`src/rtl/hart_mem_arbiter.sv`:
```
// hart_mem_arbiter
//   Shares one external memory port between the hart's instruction-fetch port
//   and its data-memory port. Contention is resolved round-robin, and at most
//   one memory transaction is outstanding at any time.
//
// Optional feature macro: ARB_ATOMIC_LOCK_EN
//   When defined, a data transaction that completes with i_DM_atomic=1 locks
//   the arbiter onto the data side until a data transaction completes with
//   i_DM_atomic=0. When undefined, i_DM_atomic is ignored.
//
// Handshake (both requester sides and the memory side):
//   A requester raises its req with a stable payload and holds both until its
//   ready pulse; ready is a single-cycle pulse and read data is valid only in
//   that cycle (and forced to zero otherwise). The arbiter latches the payload
//   at grant, so a requester that drops req after the grant does not abort the
//   transaction. On the memory side o_MEM_req and payload are held stable until
//   the single-cycle i_MEM_ready completion pulse; i_MEM_ready is ignored when
//   nothing is outstanding.
//
// Ports:
//   i_clk, i_rst           clock (rising edge), asynchronous active-low reset
//   i_IC_DataReq, i_IM_Addr          instruction fetch request / address
//   o_IC_MemReady, o_IM_Instr        fetch completion pulse / fetched word
//   i_DM_req/we/be/addr/wdata/atomic data request and payload
//   o_DM_ready, o_DM_rdata           data completion pulse / read data
//   o_MEM_req/we/be/addr/wdata       registered memory request and payload
//   i_MEM_rdata, i_MEM_ready         memory read data / completion pulse
//   o_dbg_state            FSM state: 0 = IDLE, 1 = GNT_I, 2 = GNT_D
module hart_mem_arbiter #(
  parameter int XLEN             = 32,
  parameter bit LAST_GRANT_RESET = 1'b0
) (
  input  logic              i_clk,
  input  logic              i_rst,
  input  logic              i_IC_DataReq,
  input  logic [XLEN-1:0]   i_IM_Addr,
  output logic              o_IC_MemReady,
  output logic [XLEN-1:0]   o_IM_Instr,
  input  logic              i_DM_req,
  input  logic              i_DM_we,
  input  logic [XLEN/8-1:0] i_DM_be,
  input  logic [XLEN-1:0]   i_DM_addr,
  input  logic [XLEN-1:0]   i_DM_wdata,
  output logic              o_DM_ready,
  output logic [XLEN-1:0]   o_DM_rdata,
  input  logic              i_DM_atomic,
  output logic              o_MEM_req,
  output logic              o_MEM_we,
  output logic [XLEN/8-1:0] o_MEM_be,
  output logic [XLEN-1:0]   o_MEM_addr,
  output logic [XLEN-1:0]   o_MEM_wdata,
  input  logic [XLEN-1:0]   i_MEM_rdata,
  input  logic              i_MEM_ready,
  output logic [1:0]        o_dbg_state
);

  typedef enum logic [1:0] {
    IDLE  = 2'd0,
    GNT_I = 2'd1,
    GNT_D = 2'd2
  } state_t;

  state_t state;
  logic   last_grant;   // 0 = instruction won last, 1 = data won last
  logic   fetch_req;    // fetch request as seen by arbitration
  logic   grant_i;
  logic   grant_d;

`ifdef ARB_ATOMIC_LOCK_EN
  logic lock;
  // While locked, pending fetches are hidden from arbitration. Every locked
  // completion is a data completion, so last_grant keeps pointing at data and
  // fairness only swings back to instruction once the lock has cleared.
  assign fetch_req = i_IC_DataReq & ~lock;
`else
  logic unused_atomic;
  assign unused_atomic = i_DM_atomic;
  assign fetch_req     = i_IC_DataReq;
`endif

  // Round-robin: on contention, the side that did not win last time wins.
  always_comb begin
    grant_i = 1'b0;
    grant_d = 1'b0;
    if (fetch_req && i_DM_req) begin
      grant_i = last_grant;
      grant_d = ~last_grant;
    end else begin
      grant_i = fetch_req;
      grant_d = i_DM_req;
    end
  end

  always_ff @(posedge i_clk or negedge i_rst) begin
    if (!i_rst) begin
      state       <= IDLE;
      last_grant  <= LAST_GRANT_RESET;
      o_MEM_req   <= 1'b0;
      o_MEM_we    <= 1'b0;
      o_MEM_be    <= '0;
      o_MEM_addr  <= '0;
      o_MEM_wdata <= '0;
`ifdef ARB_ATOMIC_LOCK_EN
      lock        <= 1'b0;
`endif
    end else begin
      case (state)
        IDLE: begin
          // i_MEM_ready is deliberately not looked at here.
          if (grant_d) begin
            state       <= GNT_D;
            o_MEM_req   <= 1'b1;
            o_MEM_we    <= i_DM_we;
            o_MEM_be    <= i_DM_be;
            o_MEM_addr  <= i_DM_addr;
            o_MEM_wdata <= i_DM_wdata;
          end else if (grant_i) begin
            state       <= GNT_I;
            o_MEM_req   <= 1'b1;
            o_MEM_we    <= 1'b0;
            o_MEM_be    <= '1;
            o_MEM_addr  <= i_IM_Addr;
            o_MEM_wdata <= '0;
          end
        end
        GNT_I: begin
          if (i_MEM_ready) begin
            state      <= IDLE;
            o_MEM_req  <= 1'b0;
            last_grant <= 1'b0;
          end
        end
        GNT_D: begin
          if (i_MEM_ready) begin
            state      <= IDLE;
            o_MEM_req  <= 1'b0;
            last_grant <= 1'b1;
`ifdef ARB_ATOMIC_LOCK_EN
            lock       <= i_DM_atomic;
`endif
          end
        end
        default: begin
          state     <= IDLE;
          o_MEM_req <= 1'b0;
        end
      endcase
    end
  end

  // Completion is reported in the same cycle as i_MEM_ready, so the ready
  // pulses and read-data muxes are combinational on the registered state.
  assign o_IC_MemReady = (state == GNT_I) & i_MEM_ready;
  assign o_DM_ready    = (state == GNT_D) & i_MEM_ready;
  assign o_IM_Instr    = o_IC_MemReady ? i_MEM_rdata : '0;
  assign o_DM_rdata    = o_DM_ready    ? i_MEM_rdata : '0;
  assign o_dbg_state   = state;

endmodule
```
`config.mk`:
```
export PLATFORM = sky130hd
export DESIGN_NAME = hart_mem_arbiter
export DESIGN_NICKNAME = d
export VERILOG_FILES = /design/src/rtl/hart_mem_arbiter.sv
export SDC_FILE = /design/constraint.sdc
export NUM_CORES = 1
export LEC_CHECK = 0
export ABC_AREA = 0
export CORE_UTILIZATION = 25
export CTS_CLUSTER_DIAMETER = 80
export DETAILED_ROUTE_END_ITERATION = 10
export DONT_BUFFER_PORTS = 1
export PLACE_DENSITY = 0.38
export SLEW_MARGIN = 10
export SYNTH_ARGS = -nofsm -noshare
export SYNTH_HDL_FRONTEND = slang
export SYNTH_SLANG_ARGS = --single-unit
```
`constraint.sdc`:
```
create_clock -name i_clk -period 1.7 [get_ports i_clk]
set_clock_uncertainty 0.15 [all_clocks]
set_input_delay 0.34 -clock i_clk [delete_from_list [all_inputs] [get_ports i_clk]]
set_output_delay 0.34 -clock i_clk [all_outputs]
set_load 0.05 [all_outputs]
```
# Word-level counts from Yosys, hierarchy flattened
# Index checks and enable logic that the tools add are counted.
word_totals:
  ff_bits: 73
  output_inout_bits: 138
op_classes:
  n_eq_ne: 6
  n_mux: 22
  bitwise_logic: 3
  reduce_logical: 8
ops:
  columns: ["operator", "count"]
  rows:
  - ["$mux 32", 6]
  - ["$mux 1", 8]
  - ["$mux 4", 2]
  - ["$mux 2", 3]
  - ["$ne 2x2->1 const B", 2]
  - ["$pmux 1 s2", 2]
  - ["$pmux 2 s2", 1]
  - ["$reduce_and 2->1", 2]
  - ["$reduce_bool 2->1", 2]
  - ["$ne 3x3->1 const B", 1]
  - ["$reduce_and 3->1", 1]
  - ["$and 1x1->1", 2]
  - ["$eq 2x1->1 const B", 1]
  - ["$eq 2x2->1 const B", 1]
  - ["$logic_not 2->1", 1]
  - ["$ne 2x1->1 const B", 1]
  - ["$reduce_or 2->1", 1]
  - ["$logic_and 1x1->1", 1]
  - ["$not 1->1", 1]

# Depth between registers and ports, before layout
# Gate-level depths: netlist of run 1.
depth:
  ltp_word: 5
  mapped_depth: 7
  ltp_nobuf: 5

# Worst setup path before layout of run 1
# No wires, ideal clock.
synth_timing:
  path_kind: "flip-flop to output port"
  from: "register state[0] (netlist: o_dbg_state[0])"
  to: "output port o_DM_rdata[31]"
  arrival_ns: 1.692
  required_time_ns: 1.210
  slack_ns: -0.482
  path_stages_with_launch: 5
  path_buffers: 1
  path_cell_list: "dfrtp_1 inv_1 ha_1 clkbuf_1 and3_1"
synth_via:
  elab_chain_cells: 3
synth_lines:
  columns: ["item", "line", "rtl"]
  rows:
  - ["from (decl)", "63", "state_t state;"]
  - ["from (signal assigned)", "96", "state <= IDLE;"]
  - ["from (signal assigned)", "111", "state <= GNT_D;"]
  - ["from (signal assigned)", "118", "state <= GNT_I;"]
  - ["$eq 2x2->1", "154", "assign o_DM_ready = (state == GNT_D) & i_MEM_ready;"]
  - ["$and 1x1->1", "154", null]
  - ["$mux 32", "156", "assign o_DM_rdata = o_DM_ready ? i_MEM_rdata : '0;"]
  - ["to (decl)", "45", "output logic [XLEN-1:0] o_DM_rdata,"]
# Every way passes these cells.

# Worst setup path in the final report of run 1
layout_timing:
  from: "register state[0] (netlist: o_dbg_state[0])"
  to: "output port o_IC_MemReady"
layout_via:
  elab_chain_cells: 2
layout_lines:
  columns: ["item", "line", "rtl"]
  rows:
  - ["$eq 2x1->1", "153", "assign o_IC_MemReady = (state == GNT_I) & i_MEM_ready;"]
  - ["$and 1x1->1", "153", null]
  - ["to (decl)", "37", "output logic o_IC_MemReady,"]
# Every way passes these cells.

==> flow_summary.yaml, run 1 <==
detailed_routing:
  antenna_left: 0
  drt-vias-per-instance: 5.06
  route.detailed.drc: 0
  postRouteWirelength_microns: 12100
  first_drt_pass_iteration_count: 4
  detail_route.wl_per_cell_microns: 19.9
  route.vias.total: 3081
  iteration_0_drc_count_of_the_detailed_router: 150
placed_design:
  post-place-cells: 492
  place_hpwl_microns: 7450
  placed_area_sq_mm: 0.00431
  portBuffers: 0
  globalplace.congestion: 0.719
power:
  share_comb_of_total_power: 0.518
  leakagePower_nw: 2.56
  power.internal_w: 0.00682
  p_clk_frac: 0.140
  power.net_switching_w: 0.00691
  power_per_cell_area_mw_per_mm2: 2340
  vdd_drop_max_mv: 0.709
  p_seq_frac: 0.343
  switching_share: 0.503
clock_tree:
  clk_transition_reported_paths_ns: 0.06
  insertion_delay_ns: 0.34
  cts_root_buf: "clkbuf_16"
  numClockSinks: 73
  cts-root-to-sink-buffers: 2
  tritoncts.num_buffers: 9
  cts.htree.levels: 3
  tritoncts: "done"
timing:
  final.hold.worst_slack_ns: -0.454
  achievable-frequency_ghz: 0.495
  setup-tns-final_ns: -21.10
  fin_crit_sh: 1.19
  tightestPinTransition_ns: 0.501
  timing.slew.headroom: 0.666
  drv_slew: 0
  final_hold_viol_count: 73
  timing.final.ws_setup_ns: -0.319
  min_clock_period_post_route_ns: 2.02
  setup_violations: 118
  rsz0062_at_grt: "yes"
synth:
  count_of_distinct_cell_types_in_the_synthesized_netlist: 25
  synth_enable_flop_cells: 0
  synth_seq_cells: 73
  synthFlopType: "dfrtp_1"
  synth_warnings: 0
  synth_top_cells_by_area: "dfrtp_1 54%, and3_1 12%, a221o_1 9.4%"
  synth_area_per_cell_sq_um: 11.6
  synth.net_count: 438
  synthesis.instances: 294
  synth_top_area_frac: 0.537
  synth_top_cells_by_count: "73 x dfrtp_1, 64 x and3_1, 33 x a22o_1"
  postSynth.asyncResetShare: 1.00
  synth.most_common_cell: "dfrtp_1"
  ys_seq_area_frac: 0.537
  netlist_area_sq_mm: 0.00340
  synth.largest_area_cell: "dfrtp_1"
die:
  die_width_microns: 119
  row_count: 42
  fp.dieArea_sq_mm: 0.0141
  boundaryPins: 277
  floorplan.die.height_microns: 119
  floorplan.initialDensity: 0.257
  core_area_sq_mm: 0.0132
setup_path:
  cp-start-kind: "register"
  crit_required_ns: 1.21
  crit_fanout: 11
  cp.arrival_ns: 1.53
  critical_path.endpoint_type: "output port"
  path_class: "reg -> out"
global_routing:
  pin_count_of_the_biggest_net_entering_global_routing: 74
  global_route.overflow_total: 0
  antenna_found_initial: 0
  first_global_vias: 3255
  grt_first_pass_wirelength_microns: 17700
  grt_util_all_layers: 0.161
run_status:
  failed_checks: "hold timing, setup timing"
  status: "finished, violations left"
run:
  drv.max_cap_violation_count: 0
final_layout:
  layout.area.seq_sq_mm: 0.00183
  num-nets-final: 572
  post_layout_nonfiller_instances: 609
  final_layout_size_suffix_gt1_frac: 0.425
  diodes: 0
  fin_area_sq_mm: 0.00586
  area.growth.synth_to_final_pct: 72.3
  multiInputGateArea_sq_mm: 0.00188
  finish.utilization: 0.442
  filler_cell_count: 1249
worst_hold_path:
  min_path_type: "in -> async"
[per-layer routing]
layer,track usage,share of wire
met2,0.274,0.50
met1,0.187,0.41
met3,0.0521,0.075
met4,0.0625,0.014
met5,0,0
[metrics by stage]
step | hold WS (ns) | worst slack (ns) | power (W)
final | -0.454 | -0.319 | 0.0137
after global routing | -0.485 | -0.366 | 0.0144
after CTS | -0.477 | -0.336 | 0.0131
after detailed placement | -0.104 | -0.0369 | 0.0106
after global placement | -0.104 | -0.0212 | 0.0106
after floorplan | -0.106 | -0.112 | 0.00918
[state kept, by name (all words and copies together) (netlist names)]
signal and count:
last_grant 1, o_MEM_req 1, o_MEM_be 4, o_dbg_state 2, o_MEM_wdata 32, o_MEM_addr 32
o_MEM_we 1
[worst max-delay path: stages (launching register included)]
cell and delay [ns]:
dfrtp_2 0.43, buf_6 0.13, ha_4 0.18, buf_12 0.15
and2_4 0.16, buf_12 0.14
[timing repair]
item,4_1_cts,5_1_grt
buffers inserted,3,6
pin swaps,56,18
hold buffers,83,3
resized for setup,19,36
endpoints found under the hold margin,140,76
gates cloned,2,5
setup endpoints to repair,66,119
[power groups by stage]
stage | clock (W) | combinational (W) | sequential, W
CTS | 0.00199 | 0.00643 | 0.00468
floorplan | 0 | 0.00320 | 0.00598
global route | 0.00207 | 0.00749 | 0.00481
global placement | 0 | 0.00588 | 0.00469
detailed placement | 0 | 0.00590 | 0.00470
finish | 0.00192 | 0.00711 | 0.00471
[cells in the final DEF (no fill, tap or decap), types with 2 or more instances in the layout]
cell type and instances:
nand2_1 3, o21ai_0 2, dfrtp_1 71, ha_4 3, clkinvlp_4 2, and2_4 23
buf_16 2, dfrtp_2 2, and3_4 65, buf_6 9, a22o_1 33, buf_4 43
a221o_1 32, clkbuf_16 12, buf_12 9, dlygate4sd3_1 86, inv_4 2, o22a_1 4
ha_1 2, and2_1 11, inv_6 2
[worst paths after layout]
path                                            start                           to  slack, ns  cells past startpoint
setup / recovery           o_dbg_state[0]$_DFFE_PN0P_                o_IC_MemReady      -0.32                      5
hold / removal                                  i_rst  o_MEM_wdata[15]$_DFFE_PN0P_      -0.45                      0
setup reg to reg           o_dbg_state[1]$_DFFE_PN0P_    o_MEM_addr[5]$_DFFE_PN0P_      -0.09                      7
hold reg to reg            o_MEM_addr[31]$_DFFE_PN0P_   o_MEM_addr[31]$_DFFE_PN0P_       0.44                      2
max in group asynchronous                       i_rst   o_dbg_state[0]$_DFFE_PN0P_       1.75                      0
min in group i_clk                      i_DM_addr[20]   o_MEM_addr[20]$_DFFE_PN0P_       0.01                      1
[cells by family after synthesis]
family / Yosys count / synth area share
AO/OA/AOI/OAI: 75 / 0.200
adder cells (fa/ha/maj): 5 / 0.0184
buffers and inverters: 33 / 0.0460
flip-flops: 73 / 0.537
multiplexers: 1 / 0.00331
AND/OR/NAND/NOR: 107 / 0.195
[final cells by class]
type / instances / share of cell area
flip-flops and latches: 73 / 0.312
well taps: 176 / 0.0376
clock inverters: 7 / 0.0130
multi-input cells: 188 / 0.321
clock buffers: 9 / 0.0384
repair buffers: 153 / 0.275
inverters: 3 / 0.00278
(Power assumes the default switching activity.)
==> inputs of run 2 (changes only) <==
CAP_MARGIN = 25   (was default)
CTS_CLUSTER_SIZE = 40   (was default)
==> results of run 2 <==
No change in the layout: final DEF, timing and power equal those of run 1.
==> inputs of run 3 (changes only) <==
CORE_MARGIN = 2   (was default)
==> run 3 against run 2 <==
Effect of this change:
- the flow still finishes with violations (hold timing, setup timing)
- highest routed layer unchanged
- fmax down 1.1%
- flip-flop and latch count unchanged
- clock power up 7%
==> flow_summary.yaml, run 3 (synthesis results as in run 1) <==
die:
  boundaryPins: 277
  core_area_sq_mm: 0.0132
  row_count: 42
  floorplan.die.height_microns: 121
  die_width_microns: 121
  fp.dieArea_sq_mm: 0.0146
  floorplan.initialDensity: 0.257
detailed_routing:
  antenna_left: 0
  route.vias.total: 3274
  route.detailed.drc: 0
  drt-vias-per-instance: 5.21
  postRouteWirelength_microns: 14700
  first_drt_pass_iteration_count: 4
  iteration_0_drc_count_of_the_detailed_router: 121
  detail_route.wl_per_cell_microns: 23.4
clock_tree:
  insertion_delay_ns: 0.33
  tritoncts: "done"
  numClockSinks: 73
  clk_transition_reported_paths_ns: 0.07
  cts_root_buf: "clkbuf_16"
  hold_buffers: 71
  tritoncts.num_buffers: 9
  cts-root-to-sink-buffers: 2
  cts.htree.levels: 3
setup_path:
  cp.arrival_ns: 1.55
  critical_path.endpoint_type: "output port"
  path_class: "reg -> out"
  crit_required_ns: 1.21
  crit_fanout: 8
  cp-start-kind: "register"
global_routing:
  grt_first_pass_wirelength_microns: 20100
  pin_count_of_the_biggest_net_entering_global_routing: 74
  grt_util_all_layers: 0.184
  first_global_vias: 3393
  global_route.overflow_total: 0
  antenna_found_initial: 0
final_layout:
  diodes: 0
  reg_top3: "o_MEM_addr (32), o_MEM_wdata (32), o_MEM_be (4)"
  final_layout_size_suffix_gt1_frac: 0.451
  num-nets-final: 591
  most-common-layout-cells: "71 x dlygate4sd3_1, 71 x dfrtp_1, 65 x and3_4"
  area.growth.synth_to_final_pct: 84.4
run:
  drv.max_cap_violation_count: 0
run_status:
  status: "finished, violations left"
  failed_checks: "hold timing, setup timing"
timing:
  setup-tns-final_ns: -32.07
  achievable-frequency_ghz: 0.490
  drv_slew: 0
  timing.final.ws_setup_ns: -0.342
  setup_violations: 138
  final.hold.worst_slack_ns: -0.462
  timing.slew.headroom: 0.653
  min_clock_period_post_route_ns: 2.04
  tightestPinTransition_ns: 0.520
  rsz0062_at_grt: "yes"
  final_hold_viol_count: 73
  fin_crit_sh: 1.20
placed_design:
  globalplace.congestion: 0.720
  post-place-ws_ns: -0.166
  portBuffers: 0
  place_hpwl_microns: 7920
worst_hold_path:
  min_path_type: "in -> async"
power:
  leakagePower_nw: 2.73
  vdd_drop_max_mv: 0.746
  totalPowerFinal_w: 0.0150
  power_per_cell_area_mw_per_mm2: 2390
==> run 3: cell types whose count changed in the layout (fill, tap and decap cells not counted), sizes merged, moves of 5 or more <==
cell,change
buf,+24
dlygate4sd3,-15
clkbuf,+5
o21ai,+6
==> run 3: final cells by class <==
cell class / count / area (sq um)
sequential: 73 / 1830
fill: 1204 / 6970
timing repair buffer: 166 / 1930
clock inverter: 6 / 90.1
multi-input combinational: 194 / 1960
clock buffer: 10 / 229
inverter: 3 / 16.3
tap: 176 / 220
==> run 3: critical path: stages, from the launching register on <==
cell     delay (ns)
dfrtp_2        0.42
buf_4          0.15
ha_4           0.21
buf_4          0.15
and3_4         0.15
buf_12         0.14
==> run 3: power breakdown <==
part / internal (W) / switching [W]
registers: 0.00256 / 0.00215
clock network: 0.00129 / 0.000764
logic: 0.00374 / 0.00447
total: 0.00760 / 0.00738
==> run 3: through the flow <==
step | utilization | std cells | instance area [sq um]
after global routing | 0.474 | 628 | 6270
after detailed placement | 0.327 | 493 | 4330
final | 0.474 | 628 | 6270
after global placement | 0.327 | 493 | 4330
after CTS | 0.449 | 610 | 5950
after floorplan | - | 294 | 3850
==> run 3: worst paths after layout <==
path                            slack (ns)                     endpoint  depth (start not counted)                  startpoint
worst max-delay path                 -0.34                o_DM_rdata[1]                          5  o_dbg_state[1]$_DFFE_PN0P_
worst min-delay path                 -0.46  o_MEM_wdata[11]$_DFFE_PN0P_                          0                       i_rst
worst max register to register       -0.28    o_MEM_addr[7]$_DFFE_PN0P_                         10  o_dbg_state[0]$_DFFE_PN0P_
worst min register to register        0.43    o_MEM_addr[5]$_DFFE_PN0P_                          2   o_MEM_addr[5]$_DFFE_PN0P_
max in group asynchronous             1.75   o_dbg_state[0]$_DFFE_PN0P_                          0                       i_rst
min in group i_clk                    0.01   o_MEM_addr[14]$_DFFE_PN0P_                          1               i_DM_addr[14]
==> run 3: metal layers <==
layer | share of wire | wire length [microns] | track usage | vias up
li1 | - | - | - | 1444
met1 | 0.43 | 6280 | 0.237 | 1629
met2 | 0.48 | 7080 | 0.298 | 179
met3 | 0.073 | 1070 | 0.0528 | 22
met4 | 0.017 | 245 | 0.0596 | 0
met5 | 0 | 0 | 0 | -
==> run 3: what timing repair did <==
item,4_1_cts,5_1_grt
pin swaps,78,16
setup buffers,15,13
endpoints found under the setup margin,126,139
resized for setup,50,24
hold endpoints to repair,131,73
gates cloned,15,9
